==> config.mk <==
export PLATFORM = sky130hd
export DESIGN_NAME = mat_stream_host
export DESIGN_NICKNAME = d
export VERILOG_FILES = /design/src/rtl/mat_stream_host.sv
export SDC_FILE = /design/constraint.sdc
export NUM_CORES = 1
export LEC_CHECK = 0
export ABC_CLOCK_PERIOD_IN_PS = 9200
export CORE_MARGIN = 3
export CORE_UTILIZATION = 40
export DETAILED_ROUTE_END_ITERATION = 6
export GPL_TIMING_DRIVEN = 0
export PLACE_DENSITY = 0.61
export SYNTH_ARGS = -nofsm -noshare
export SYNTH_HDL_FRONTEND = slang
export SYNTH_SLANG_ARGS = --single-unit
export TNS_END_PERCENT = 10
==> constraint.sdc <==
create_clock -name s00_axi_aclk -period 9.2 [get_ports s00_axi_aclk]
set_input_delay 1.84 -clock s00_axi_aclk [delete_from_list [all_inputs] [get_ports s00_axi_aclk]]
set_output_delay 1.84 -clock s00_axi_aclk [all_outputs]
set_load 0.05 [all_outputs]
==> src/rtl/mat_stream_host.sv <==
// mat_stream_host: host-side stream engine for the matrix-multiply accelerator.
// Holds operands A/B in local RAM, streams them out on m00_axis with sel
// marking the matrix, pulses start, then captures the result stream from
// s00_axis into a result RAM exposed through a registered readback port.
// Optional build macro: MAT_HOST_TLAST_CHECK_EN adds a sticky result-stream
// framing check on s00_axis_tlast (tlast_err); without it tlast_err is 0.
module mat_stream_host #(
  parameter int unsigned DIM_LOG    = 1,
  parameter int unsigned DATA_WIDTH = 32,
  localparam int unsigned DIM       = 1 << DIM_LOG,
  localparam int unsigned SIZE      = DIM * DIM,
  localparam int unsigned SIZE_LOG  = 2 * DIM_LOG
) (
  input  logic                    s00_axi_aclk,
  input  logic                    s00_axi_areset,
  input  logic                    load_we,
  input  logic                    load_sel,
  input  logic [SIZE_LOG-1:0]     load_addr,
  input  logic [DATA_WIDTH-1:0]   load_data,
  input  logic                    go,
  output logic                    busy,
  output logic                    done,
  output logic                    tlast_err,
  output logic                    m00_axis_tvalid,
  output logic [DATA_WIDTH-1:0]   m00_axis_tdata,
  output logic [DATA_WIDTH/8-1:0] m00_axis_tstrb,
  output logic                    m00_axis_tlast,
  input  logic                    m00_axis_tready,
  output logic                    sel,
  output logic                    start,
  output logic                    s00_axis_tready,
  input  logic [DATA_WIDTH-1:0]   s00_axis_tdata,
  input  logic                    s00_axis_tlast,
  input  logic                    s00_axis_tvalid,
  input  logic [SIZE_LOG-1:0]     rd_addr,
  output logic [DATA_WIDTH-1:0]   rd_data
);

  localparam logic [SIZE_LOG-1:0] LAST_IDX = SIZE_LOG'(SIZE - 1);

  typedef enum logic [2:0] {
    IDLE,
    SEND_A,
    SEND_B,
    START,
    RECV,
    DONE
  } state_t;

  state_t                  state, state_n;
  logic [SIZE_LOG-1:0]     tx_idx, tx_idx_n, tx_nxt;
  logic [SIZE_LOG-1:0]     rx_idx, rx_idx_n;
  logic                    busy_n, done_n, tvalid_n, tlast_n, sel_n, start_n, s_tready_n;
  logic [DATA_WIDTH-1:0]   tdata_n;
  logic                    tx_hs_c;
  logic                    rx_we_c;

  logic [DATA_WIDTH-1:0]   mem_a [SIZE];
  logic [DATA_WIDTH-1:0]   mem_b [SIZE];
  logic [DATA_WIDTH-1:0]   mem_r [SIZE];

`ifdef MAT_HOST_TLAST_CHECK_EN
  logic                    tlast_err_n;
`else
  logic                    unused_tlast;
  assign unused_tlast = s00_axis_tlast;
  assign tlast_err    = 1'b0;
`endif

  assign m00_axis_tstrb = '1;
  assign tx_hs_c        = m00_axis_tvalid && m00_axis_tready;
  assign tx_nxt         = tx_idx + SIZE_LOG'(1);

  // Next-state and next-output logic; every register holds unless a branch moves it.
  always_comb begin
    state_n    = state;
    tx_idx_n   = tx_idx;
    rx_idx_n   = rx_idx;
    busy_n     = busy;
    done_n     = 1'b0;
    start_n    = 1'b0;
    tvalid_n   = m00_axis_tvalid;
    tdata_n    = m00_axis_tdata;
    tlast_n    = m00_axis_tlast;
    sel_n      = sel;
    s_tready_n = s00_axis_tready;
    rx_we_c    = 1'b0;
`ifdef MAT_HOST_TLAST_CHECK_EN
    tlast_err_n = tlast_err;
`endif
    case (state)
      IDLE: begin
        if (go) begin
          state_n  = SEND_A;
          tx_idx_n = '0;
          tvalid_n = 1'b1;
          tdata_n  = mem_a[0];
          tlast_n  = 1'b0;
          sel_n    = 1'b0;
          busy_n   = 1'b1;
`ifdef MAT_HOST_TLAST_CHECK_EN
          tlast_err_n = 1'b0;
`endif
        end
      end
      SEND_A: begin
        if (tx_hs_c) begin
          if (tx_idx == LAST_IDX) begin
            // A -> B with no bubble; sel flips together with the first B beat
            state_n  = SEND_B;
            tx_idx_n = '0;
            tdata_n  = mem_b[0];
            tlast_n  = 1'b0;
            sel_n    = 1'b1;
          end else begin
            tx_idx_n = tx_nxt;
            tdata_n  = mem_a[tx_nxt];
            tlast_n  = (tx_nxt == LAST_IDX);
          end
        end
      end
      SEND_B: begin
        if (tx_hs_c) begin
          if (tx_idx == LAST_IDX) begin
            state_n  = START;
            tx_idx_n = '0;
            tvalid_n = 1'b0;
            tlast_n  = 1'b0;
            start_n  = 1'b1;
          end else begin
            tx_idx_n = tx_nxt;
            tdata_n  = mem_b[tx_nxt];
            tlast_n  = (tx_nxt == LAST_IDX);
          end
        end
      end
      START: begin
        state_n    = RECV;
        s_tready_n = 1'b1;
      end
      RECV: begin
        if (s00_axis_tvalid) begin
          rx_we_c = 1'b1;
`ifdef MAT_HOST_TLAST_CHECK_EN
          if (s00_axis_tlast != (rx_idx == LAST_IDX)) tlast_err_n = 1'b1;
`endif
          if (rx_idx == LAST_IDX) begin
            state_n    = DONE;
            rx_idx_n   = '0;
            s_tready_n = 1'b0;
            done_n     = 1'b1;
          end else begin
            rx_idx_n = rx_idx + SIZE_LOG'(1);
          end
        end
      end
      DONE: begin
        state_n = IDLE;
        busy_n  = 1'b0;
        sel_n   = 1'b0;
      end
      default: begin
        state_n = IDLE;
      end
    endcase
  end

  // State and output registers.
  always_ff @(posedge s00_axi_aclk) begin
    if (s00_axi_areset) begin
      state           <= IDLE;
      tx_idx          <= '0;
      rx_idx          <= '0;
      busy            <= 1'b0;
      done            <= 1'b0;
      start           <= 1'b0;
      m00_axis_tvalid <= 1'b0;
      m00_axis_tdata  <= '0;
      m00_axis_tlast  <= 1'b0;
      sel             <= 1'b0;
      s00_axis_tready <= 1'b0;
`ifdef MAT_HOST_TLAST_CHECK_EN
      tlast_err       <= 1'b0;
`endif
    end else begin
      state           <= state_n;
      tx_idx          <= tx_idx_n;
      rx_idx          <= rx_idx_n;
      busy            <= busy_n;
      done            <= done_n;
      start           <= start_n;
      m00_axis_tvalid <= tvalid_n;
      m00_axis_tdata  <= tdata_n;
      m00_axis_tlast  <= tlast_n;
      sel             <= sel_n;
      s00_axis_tready <= s_tready_n;
`ifdef MAT_HOST_TLAST_CHECK_EN
      tlast_err       <= tlast_err_n;
`endif
    end
  end

  // Operand RAM writes, accepted only while idle.
  always_ff @(posedge s00_axi_aclk) begin
    if (state == IDLE && load_we) begin
      if (load_sel) mem_b[load_addr] <= load_data;
      else          mem_a[load_addr] <= load_data;
    end
  end

  // Result RAM capture.
  always_ff @(posedge s00_axi_aclk) begin
    if (rx_we_c) mem_r[rx_idx] <= s00_axis_tdata;
  end

  // Readback port, independent of the run state.
  always_ff @(posedge s00_axi_aclk) begin
    if (s00_axi_areset) rd_data <= '0;
    else                rd_data <= mem_r[rd_addr];
  end

endmodule

==> results of run 1 <==
==> report_power, final <==
part,total (mW),internal (mW),leakage (nW),switching (mW)
Sequential,2.32,2.30,4.11,0.0162
Combinational,0.368,0.145,2.79,0.223
Clock,1.84,1.06,0.744,0.781
==> cell families (layout without fill, tap and decap cells) <==
group,after synthesis,count (layout),share of synthesized area (%)
compound gates,121,121,8.23
xor+xnor,3,3,0.144
fa+ha+maj,6,6,0.412
buf+inv,140,391,3.63
flops,462,462,71.8
mux,130,130,11.5
simple gates,147,147,4.24
other cells,2,5,0.0412
==> final cells by class <==
cell class	instances	share of cell area [%]
well taps	592	3.32
clock buffers	66	6.08
plain buffers	68	1.75
flip-flops and latches	462	58.6
repair buffers	162	7.95
multi-input cells	412	20.4
clock inverters	23	0.666
inverters	72	1.21
==> state kept, by name, indices dropped and copies added (netlist names) <==
signal and flops:
start 1, m00_axis_tvalid 1, s00_axis_tready 1, state 3
mem_a 128, sel 1, rx_idx 2, busy 1
tx_idx 2, m00_axis_tdata 32, mem_b 128, rd_data 32
mem_r 128, m00_axis_tlast 1, done 1
==> metrics by stage <==
| stage | area [um2] | util (%) | cells | hold slack [ps] |
|---|---|---|---|---|
| 6_report | 22300 | 50.1 | 1857 | 491 |
| 4_1_cts | 22300 | 50.1 | 1857 | 492 |
| 2_1_floorplan | 18300 | - | 1014 | 514 |
| 3_3_place_gp | 20400 | 45.8 | 1750 | 474 |
| 5_1_grt | 22300 | 50.1 | 1857 | 532 |
| 3_5_place_dp | 20800 | 46.7 | 1768 | 476 |
==> final timing paths <==
check                                     start  slack, ps           endpoint  depth (start not counted)
worst min register to register  s00_axis_tready        490    s00_axis_tready                          2
worst max register to register        tx_idx[0]       5980  m00_axis_tdata[2]                         10
worst min-delay path            s00_axis_tready        490    s00_axis_tready                          2
worst max-delay path            m00_axis_tvalid       5430    m00_axis_tvalid                          1
==> per-layer routing <==
| metal | vias to the layer above | track usage (%) |
|---|---|---|
| li1 | 4385 | - |
| met2 | 220 | 29.4 |
| met5 | - | 0 |
| met4 | 10 | 4.69 |
| met3 | 56 | 4.15 |
| met1 | 4834 | 21.9 |
==> synthesized netlist by cell type, drive strengths merged (2+ instances only) <==
master  count
a221oi     32
o32a        2
nor2       14
conb        2
ha          6
dfxtp      78
nand3b      2
o31ai       2
nand2b      6
nand2      38
o221ai     32
inv        72
buf        49
clkbuf     19
nand3      35
mux2i      66
xnor2       3
edfxtp    384
nor3b       2
o21ai       3
or2         2
a22oi      32
mux4       64
a21oi      10
nor3        6
nor2b      35
and2        3
==> cells in the final DEF (no fill, tap or decap), types with 4 or more instances in the layout <==
master and count:
sky130_fd_sc_hd__o221ai_2 30, sky130_fd_sc_hd__nand2b_1 6, sky130_fd_sc_hd__mux2i_1 66, sky130_fd_sc_hd__clkinv_2 8, sky130_fd_sc_hd__buf_4 7, sky130_fd_sc_hd__clkinv_1 10
sky130_fd_sc_hd__nor2_1 7, sky130_fd_sc_hd__nor3_1 4, sky130_fd_sc_hd__conb_1 5, sky130_fd_sc_hd__a22oi_2 29, sky130_fd_sc_hd__mux4_2 64, sky130_fd_sc_hd__nand2_1 38
sky130_fd_sc_hd__inv_1 72, sky130_fd_sc_hd__buf_2 31, sky130_fd_sc_hd__nor2_4 7, sky130_fd_sc_hd__dfxtp_1 78, sky130_fd_sc_hd__clkbuf_8 9, sky130_fd_sc_hd__nor2b_1 35
sky130_fd_sc_hd__clkbuf_1 28, sky130_fd_sc_hd__edfxtp_1 384, sky130_fd_sc_hd__buf_6 16, sky130_fd_sc_hd__clkdlybuf4s50_1 144, sky130_fd_sc_hd__buf_16 6, sky130_fd_sc_hd__clkbuf_16 48
sky130_fd_sc_hd__a221oi_2 30, sky130_fd_sc_hd__a21oi_1 10, sky130_fd_sc_hd__ha_1 6, sky130_fd_sc_hd__nand3_1 35, sky130_fd_sc_hd__buf_12 4
==> results.json, run 1 <==
{
  "outcome": "finished, final reports clean",
  "cellLeakagePower_nw": 7.64,
  "crit_path_cell_trace": "clkdlybuf4s50_1",
  "postCtsSetupRepairBufs": 0,
  "cts_tree": "yes",
  "numPortBuffers": 144,
  "detailroute.wirelength.met2_mm": 20.5,
  "holdCritPathClass": "register to register",
  "synth_top_area_share_pct": 63.2,
  "buffer_type_at_the_clock_tree_root": "sky130_fd_sc_hd__clkbuf_16",
  "critPathArrivalTime_ps": 1930,
  "grt_pass1_wl_mm": 61.5,
  "worst_slew_margin_rel_pct": 33.3,
  "cts_htree_levels": 2,
  "unrepaired_setup_endpoints_after_global_routing": "false",
  "critical_path.max_stage_delay_ps": 910,
  "achievable-frequency_mhz": 265,
  "drt-total-wl_mm": 40.8,
  "postSynthCellCount": 1011,
  "timing.critical_path.slowest_stage_cell": "sky130_fd_sc_hd__clkdlybuf4s50_1",
  "antennaDiodeCount": 0,
  "floorplan.core_area_um2": 44600,
  "tightest_slew_ps": 1000,
  "fin_worst_skew_ps": 26.4,
  "power.density_nw_per_um2": 203,
  "cts_inserted_buffers": 48,
  "drv.max_cap_violation_count": 0,
  "hold_viol": 0,
  "antenna_left": 0,
  "drt_first_pass_iters": 5,
  "antenna_violations_before_repair": 5,
  "detailroute.wirelength.met3_mm": 2.57,
  "synth.avg_cell_area_um2": 18.0,
  "clock_latency_of_the_later_clocked_register_in_the_worst_skew_pair_ps": 580,
  "pin_count_of_the_biggest_net_entering_global_routing": 25,
  "mean_routed_wirelength_per_cell_um": 22.0,
  "synthesis.area_um2": 18200,
  "clk_path_buf_depth": 3,
  "crit_buf_inv": 1,
  "met1Wirelength_mm": 17.0,
  "area.growth.synth_to_final_pct": 22.5,
  "synth_largest_area_cell": "sky130_fd_sc_hd__edfxtp_1",
  "synth-seq-area-share_pct": 71.8,
  "hpwl_mm": 26.0,
  "cp_data_required_time_ps": 7360,
  "grt_util_all_layers_pct": 17.2,
  "yosys_reg_bits": 462,
  "setup_viol": 0,
  "maxSlewViolCount": 0,
  "ys.warnings.count": 0,
  "die_area_um2": 48200,
  "vias": 9505,
  "timing.setup.critical_path_class": "register to output pin",
  "setup_ws_ps": 5430,
  "report.power.total_mw": 4.53,
  "clk_sink_count": 462,
  "finish.net_count": 1308,
  "die_x_um": 220,
  "worst-path-max-fanout": 6,
  "ir_drop_mv": 0.145,
  "grt_remaining_overflow": 0,
  "startpoint_type": "register",
  "drt-vias-per-instance": 5.12,
  "topRoutingLayerUsed": "met5",
  "end_kind": "output pin",
  "start_util_pct": 40.9,
  "synth-edff-count": 384,
  "postSynth.asyncResetShare_pct": 0,
  "register_area_um2": 13100,
  "vias_in_the_first_global_route": 10010,
  "cts.clk_slew.worst_paths_ps": 60,
  "tns_ps": 0,
  "nFillCells": 3694,
  "drive_above_1_share_pct": 24.1,
  "pre_cts_ws_ps": 5050,
  "synth_ff_type": "sky130_fd_sc_hd__edfxtp_1",
  "synthDistinctLibCells": 49,
  "area_of_combinational_cells_with_multiple_inputs_um2": 4560,
  "hold_buffers": 0,
  "drc": 0,
  "gp_congestion": 0.734,
  "pin_count": 152,
  "period_share_pct": 41.0,
  "cp_top_family": "buffers and inverters",
  "timing.final.crit_period_ps": 3770,
  "post_synth_main_area_contributors": "sky130_fd_sc_hd__edfxtp_1 63%, sky130_fd_sc_hd__dfxtp_1 8.6%, sky130_fd_sc_hd__mux4_2 7.9%",
  "placement_rows": 77,
  "dr.first_iter.drc_count": 569,
  "cts.repair.resized": 0,
  "floorplan_die_height_um": 220
}
Power figures use the tool's default switching activity.
==> inputs of run 2 (changes only) <==
--- a/config.mk
+++ b/config.mk
@@ -5,12 +5,12 @@
 export SDC_FILE = /design/constraint.sdc
 export NUM_CORES = 1
 export LEC_CHECK = 0
-export ABC_CLOCK_PERIOD_IN_PS = 9200
+export ABC_CLOCK_PERIOD_IN_PS = 3300
 export CORE_MARGIN = 3
 export CORE_UTILIZATION = 40
 export DETAILED_ROUTE_END_ITERATION = 6
 export GPL_TIMING_DRIVEN = 0
-export PLACE_DENSITY = 0.61
+export PLACE_DENSITY = 0.63
 export SYNTH_ARGS = -nofsm -noshare
 export SYNTH_HDL_FRONTEND = slang
 export SYNTH_SLANG_ARGS = --single-unit
==> constraint.sdc (replaced) <==
create_clock -name s00_axi_aclk -period 3.3 [get_ports s00_axi_aclk]
set_input_delay 0.66 -clock s00_axi_aclk [delete_from_list [all_inputs] [get_ports s00_axi_aclk]]
set_output_delay 0.66 -clock s00_axi_aclk [all_outputs]
set_load 0.05 [all_outputs]
==> run 2 against run 1 <==
Sequential cell count did not move. Clock power rose to 3.0 times the previous value. Critical path depth rose by 9. Power rose to 2.9 times the previous value. First-iteration DRC count rose by 1.1%. Critical endpoint is now m00_axis_tdata[14]. Largest cell class unchanged.
==> results.json, run 2 (same netlist as run 1, synthesis figures left out) <==
{
  "detailroute.wirelength.met2_mm": 20.3,
  "critPathArrivalTime_ps": 3600,
  "achievable-frequency_mhz": 316,
  "cts_inserted_buffers": 48,
  "layout.cells.most_common_list": "384 x sky130_fd_sc_hd__edfxtp_1, 144 x sky130_fd_sc_hd__clkdlybuf4s50_1, 78 x sky130_fd_sc_hd__dfxtp_1",
  "placement_rows": 77,
  "fin_worst_skew_ps": 31.0,
  "end_kind": "register",
  "detailroute.wirelength.met3_mm": 2.06,
  "pin_count": 152,
  "worst-path-max-fanout": 10,
  "worst_slew_margin_rel_pct": 36.8,
  "cellLeakagePower_nw": 7.71,
  "numPortBuffers": 144,
  "dpl.cell_count": 1767,
  "drt-total-wl_mm": 40.7,
  "topRoutingLayerUsed": "met5",
  "start_util_pct": 40.9,
  "grt_util_all_layers_pct": 17.2,
  "pin_count_of_the_biggest_net_entering_global_routing": 22,
  "finish.net_count": 1307,
  "biggest_regs": "mem_a: 128 flops, mem_b: 128 flops, mem_r: 128 flops",
  "floorplan_die_height_um": 220,
  "tightest_slew_ps": 948,
  "outcome": "finished, final reports clean",
  "antenna_violations_before_repair": 3,
  "timing.final.crit_period_ps": 3160,
  "hold_viol": 0,
  "period_share_pct": 95.8,
  "finalNonFillerCells": 1857,
  "hold-worst-slack_ps": 503,
  "dr.first_iter.drc_count": 575,
  "cp_data_required_time_ps": 3740,
  "grt_remaining_overflow": 0,
  "cts_tree": "yes",
  "die_area_um2": 48200,
  "hpwl_mm": 26.1,
  "clk_sink_count": 462,
  "die_x_um": 220,
  "hold_buffers": 0,
  "clock_latency_of_the_later_clocked_register_in_the_worst_skew_pair_ps": 580,
  "vias": 9664,
  "power.density_nw_per_um2": 582,
  "drt_first_pass_iters": 5,
  "setup_viol": 0,
  "maxSlewViolCount": 0,
  "floorplan.core_area_um2": 44600,
  "final_common_cell": "sky130_fd_sc_hd__edfxtp_1",
  "utilization_pct": 50.5,
  "drv.max_cap_violation_count": 0,
  "gp_congestion": 0.752,
  "nFillCells": 3661,
  "grt_pass1_wl_mm": 61.7,
  "unrepaired_setup_endpoints_after_global_routing": "true",
  "antenna_left": 0,
  "timing.setup.critical_path_class": "register to register",
  "clk_path_buf_depth": 3,
  "ir_drop_mv": 0.481,
  "drc": 0,
  "area.growth.synth_to_final_pct": 23.4,
  "holdCritPathClass": "register to register",
  "cts_htree_levels": 2,
  "met1Wirelength_mm": 17.4,
  "drive_above_1_share_pct": 24.7,
  "vias_in_the_first_global_route": 10048,
  "cts.clk_slew.worst_paths_ps": 60,
  "startpoint_type": "register",
  "drt-vias-per-instance": 5.20,
  "mean_routed_wirelength_per_cell_um": 21.9,
  "buffer_type_at_the_clock_tree_root": "sky130_fd_sc_hd__clkbuf_16"
}
-- run 2: worst max-delay path, cell delays in order (launching register included) --
cell and delay (ps):
sky130_fd_sc_hd__dfxtp_1 330, sky130_fd_sc_hd__buf_2 270, sky130_fd_sc_hd__buf_2 410, sky130_fd_sc_hd__inv_1 90, sky130_fd_sc_hd__ha_1 290, sky130_fd_sc_hd__buf_2 180, sky130_fd_sc_hd__buf_4 250, sky130_fd_sc_hd__clkbuf_1 590
sky130_fd_sc_hd__mux4_2 410, sky130_fd_sc_hd__nand3_1 110, sky130_fd_sc_hd__o221ai_2 80
-- run 2: stage by stage --
stage | power, mW | TNS [ps] | setup WS, ps | instance area, um2
2_1_floorplan | 7.21 | -15190 | -475 | 18300
3_3_place_gp | 7.60 | -502150 | -3210 | 20400
3_5_place_dp | 7.63 | 0 | 19.2 | 20800
4_1_cts | 13.2 | 0 | 32.6 | 22500
5_1_grt | 13.5 | -825 | -123 | 22500
6_report | 13.1 | 0 | 138 | 22500
-- run 2: area by class of cell --
type	count	area, um2	area share, %
sequential	462	13100	58.2
clock inverter	21	290	1.29
clock buffer	67	1370	6.10
inverter	72	270	1.20
antenna	2	5.00	0.0222
timing repair buffer	161	1780	7.90
buffer	68	394	1.75
multi-input combinational	412	4570	20.3
tap	592	741	3.29
-- run 2: final timing paths --
path,from,endpoint,slack (ps),cells after the start
setup / recovery,tx_idx[0],m00_axis_tdata[14],140,10
setup reg to reg,tx_idx[0],m00_axis_tdata[14],140,10
hold reg to reg,s00_axis_tready,s00_axis_tready,500,2
hold / removal,s00_axis_tready,s00_axis_tready,500,2
-- run 2: metal layers --
layer  up-vias  track usage (%)
met3        65             3.52
met2       220             29.0
met5         -                0
li1       4384                -
met4         4             5.18
met1      4991             22.4
-- run 2: report_power, final --
group / internal [mW] / switching [mW]
registers: 6.42 / 0.0437
logic: 0.405 / 0.626
clock network: 3.38 / 2.23
-- run 2: timing repair --
item / 4_1_cts / 5_1_grt
endpoints found under the setup margin: 10 / 19
buffers inserted: 0 / 0
gates resized for setup: 1 / 2
==> inputs of run 3 (changes only) <==
--- a/config.mk
+++ b/config.mk
@@ -11,6 +11,7 @@
 export DETAILED_ROUTE_END_ITERATION = 6
 export GPL_TIMING_DRIVEN = 0
 export PLACE_DENSITY = 0.63
+export SLEW_MARGIN = 15
 export SYNTH_ARGS = -nofsm -noshare
 export SYNTH_HDL_FRONTEND = slang
 export SYNTH_SLANG_ARGS = --single-unit
==> run 3 against run 2 <==
Wire length is 0.30% lower. Highest routed layer unchanged. Sequential share of layout area increased by 0.22 points. Critical endpoint is now m00_axis_tdata[9]. Clock skew hardly changed. Sequential power about the same. Hold slack improved by 4.0 ps. Non-clock buffer count unchanged.
==> results.json, run 3 (same netlist as run 1, synthesis figures left out) <==
{
  "crit_start": "tx_idx[0]",
  "drv.max_cap_violation_count": 0,
  "layout.cells.most_common_list": "384 x sky130_fd_sc_hd__edfxtp_1, 144 x sky130_fd_sc_hd__clkdlybuf4s50_1, 78 x sky130_fd_sc_hd__dfxtp_1",
  "area_of_combinational_cells_with_multiple_inputs_um2": 4570,
  "reg2reg_to": "m00_axis_tdata[9]",
  "critPathArrivalTime_ps": 3390,
  "tightest_slew_ps": 862,
  "ff2ff_path_depth": 10,
  "p_switching_mw": 2.91,
  "grt_remaining_overflow": 0,
  "cp_data_required_time_ps": 3760,
  "start_util_pct": 40.9,
  "end_kind": "register",
  "placement_rows": 77,
  "pin_count": 152,
  "cts_tree": "yes",
  "clock_latency_of_the_later_clocked_register_in_the_worst_skew_pair_ps": 600,
  "unrepaired_setup_endpoints_after_global_routing": "false",
  "nFillCells": 3678,
  "cts_htree_levels": 2,
  "utilization_pct": 50.3,
  "postCtsSetupRepairBufs": 0,
  "hold-worst-slack_ps": 507,
  "min_from": "s00_axis_tready",
  "cellLeakagePower_nw": 7.68,
  "cts.clk_slew.worst_paths_ps": 60,
  "antenna_violations_before_repair": 4,
  "die_area_um2": 48200,
  "dr.first_iter.drc_count": 663,
  "finish.net_count": 1308,
  "period_share_pct": 88.8,
  "tns_ps": 0,
  "drc": 0,
  "fin_worst_skew_ps": 31.2,
  "comb_power_share_pct": 8.0,
  "report.power.total_mw": 12.9,
  "final_common_cell": "sky130_fd_sc_hd__edfxtp_1",
  "hold_viol": 0,
  "grt_util_all_layers_pct": 17.2,
  "cts_inserted_buffers": 49,
  "clk_path_buf_depth": 3,
  "gp_congestion": 0.752,
  "vias": 9679,
  "r2r-start": "tx_idx[0]",
  "mean_routed_wirelength_per_cell_um": 21.8,
  "worstHoldPathCells": 2,
  "drt-total-wl_mm": 40.6,
  "swShare_pct": 22.7,
  "startpoint_type": "register",
  "worst_slew_margin_rel_pct": 42.6,
  "grt_pass1_wl_mm": 61.7,
  "worst-path-max-fanout": 10,
  "share_clk_of_total_power_pct": 41.7,
  "power_frac_seq_pct": 50.3,
  "clk_sink_count": 462,
  "floorplan.core_area_um2": 44600,
  "floorplan_die_height_um": 220,
  "timing.setup.critical_path_class": "register to register",
  "drt_first_pass_iters": 5,
  "timing.final.crit_period_ps": 2930,
  "outcome": "finished, final reports clean",
  "drt-vias-per-instance": 5.20,
  "area.growth.synth_to_final_pct": 23.0,
  "worstHoldEndpoint": "s00_axis_tready",
  "ir_drop_mv": 0.464,
  "register_area_um2": 13100,
  "biggest_regs": "mem_a: 128 flops, mem_b: 128 flops, mem_r: 128 flops",
  "drive_above_1_share_pct": 24.2,
  "buffer_type_at_the_clock_tree_root": "sky130_fd_sc_hd__clkbuf_16",
  "die_x_um": 220,
  "internal_power_mw": 9.95,
  "holdCritPathClass": "register to register",
  "maxSlewViolCount": 0,
  "hpwl_mm": 26.2,
  "vias_in_the_first_global_route": 10063,
  "pin_count_of_the_biggest_net_entering_global_routing": 22,
  "numPortBuffers": 144,
  "power.density_nw_per_um2": 573,
  "setup_viol": 0,
  "setup_slack_of_the_worst_register_to_register_path_ps": 370,
  "antenna_left": 0,
  "achievable-frequency_mhz": 341
}
[run 3: changes by cell type in the layout (fill, tap and decap cells not counted), sizes merged]
cell / before / now
clkinv: 12 / 21
bufinv: 6 / 4
clkbuf: 87 / 86
clkinvlp: 1 / 0
inv: 74 / 73
[run 3: area by class of cell]
type / instances / area share, %
Timing Repair Buffer: 161 / 7.88
Clock inverter: 26 / 1.24
Tap cell: 592 / 3.30
Sequential cell: 462 / 58.4
Antenna cell: 2 / 0.0223
Buffer: 68 / 1.76
Inverter: 72 / 1.20
Multi-Input combinational cell: 412 / 20.4
Clock buffer: 66 / 5.84
[run 3: worst max path at each step]
stage               depth (start not counted)  slack (ps)            endpoint
floorplan                                   3        -470         mem_a[0][0]
global placement                            4       -3210        mem_a[0][11]
detailed placement                         10         -10   m00_axis_tdata[9]
CTS                                        10          70  m00_axis_tdata[26]
global route                               10         150   m00_axis_tdata[7]
finish                                     10         370   m00_axis_tdata[9]
[run 3: metal layers]
layer / vias to the layer above / GRT usage (%) / share of wire (%)
met5: - / 0 / 0.084
li1: 4391 / - / -
met2: 291 / 29.0 / 50
met4: 6 / 4.97 / 2.2
met1: 4926 / 22.3 / 41
met3: 65 / 3.90 / 6.5
[run 3: power groups by stage]
stage | registers (mW) | clock network, mW | logic (mW)
after floorplan | 6.75 | 0 | 0.450
after global placement | 6.59 | 0 | 1.01
after detailed placement | 6.59 | 0 | 1.04
after CTS | 6.46 | 5.50 | 1.04
after global routing | 6.47 | 5.76 | 1.10
final | 6.46 | 5.37 | 1.03
[run 3: repair_timing]
action | in CTS | in global routing
resized for setup | 1 | 3
endpoints found under the setup margin | 7 | 19
cloned | 0 | 0
hold buffers | 0 | 0
[run 3: worst max-delay path, stage by stage (launching register included)]
cell,delay (ps)
sky130_fd_sc_hd__dfxtp_1,330
sky130_fd_sc_hd__buf_2,270
sky130_fd_sc_hd__buf_2,410
sky130_fd_sc_hd__inv_1,80
sky130_fd_sc_hd__ha_1,280
sky130_fd_sc_hd__buf_2,170
sky130_fd_sc_hd__buf_4,240
sky130_fd_sc_hd__clkbuf_2,420
sky130_fd_sc_hd__mux4_2,390
sky130_fd_sc_hd__nand3_1,110
sky130_fd_sc_hd__o221ai_2,90
[run 3: per-stage QoR]
step	setup slack (ps)	std cells	instance area [um2]
finish	368	1861	22400
global route	152	1860	22400
CTS	67.9	1859	22400
detailed placement	-13.2	1767	20800
global placement	-3210	1750	20400
floorplan	-475	1014	18300
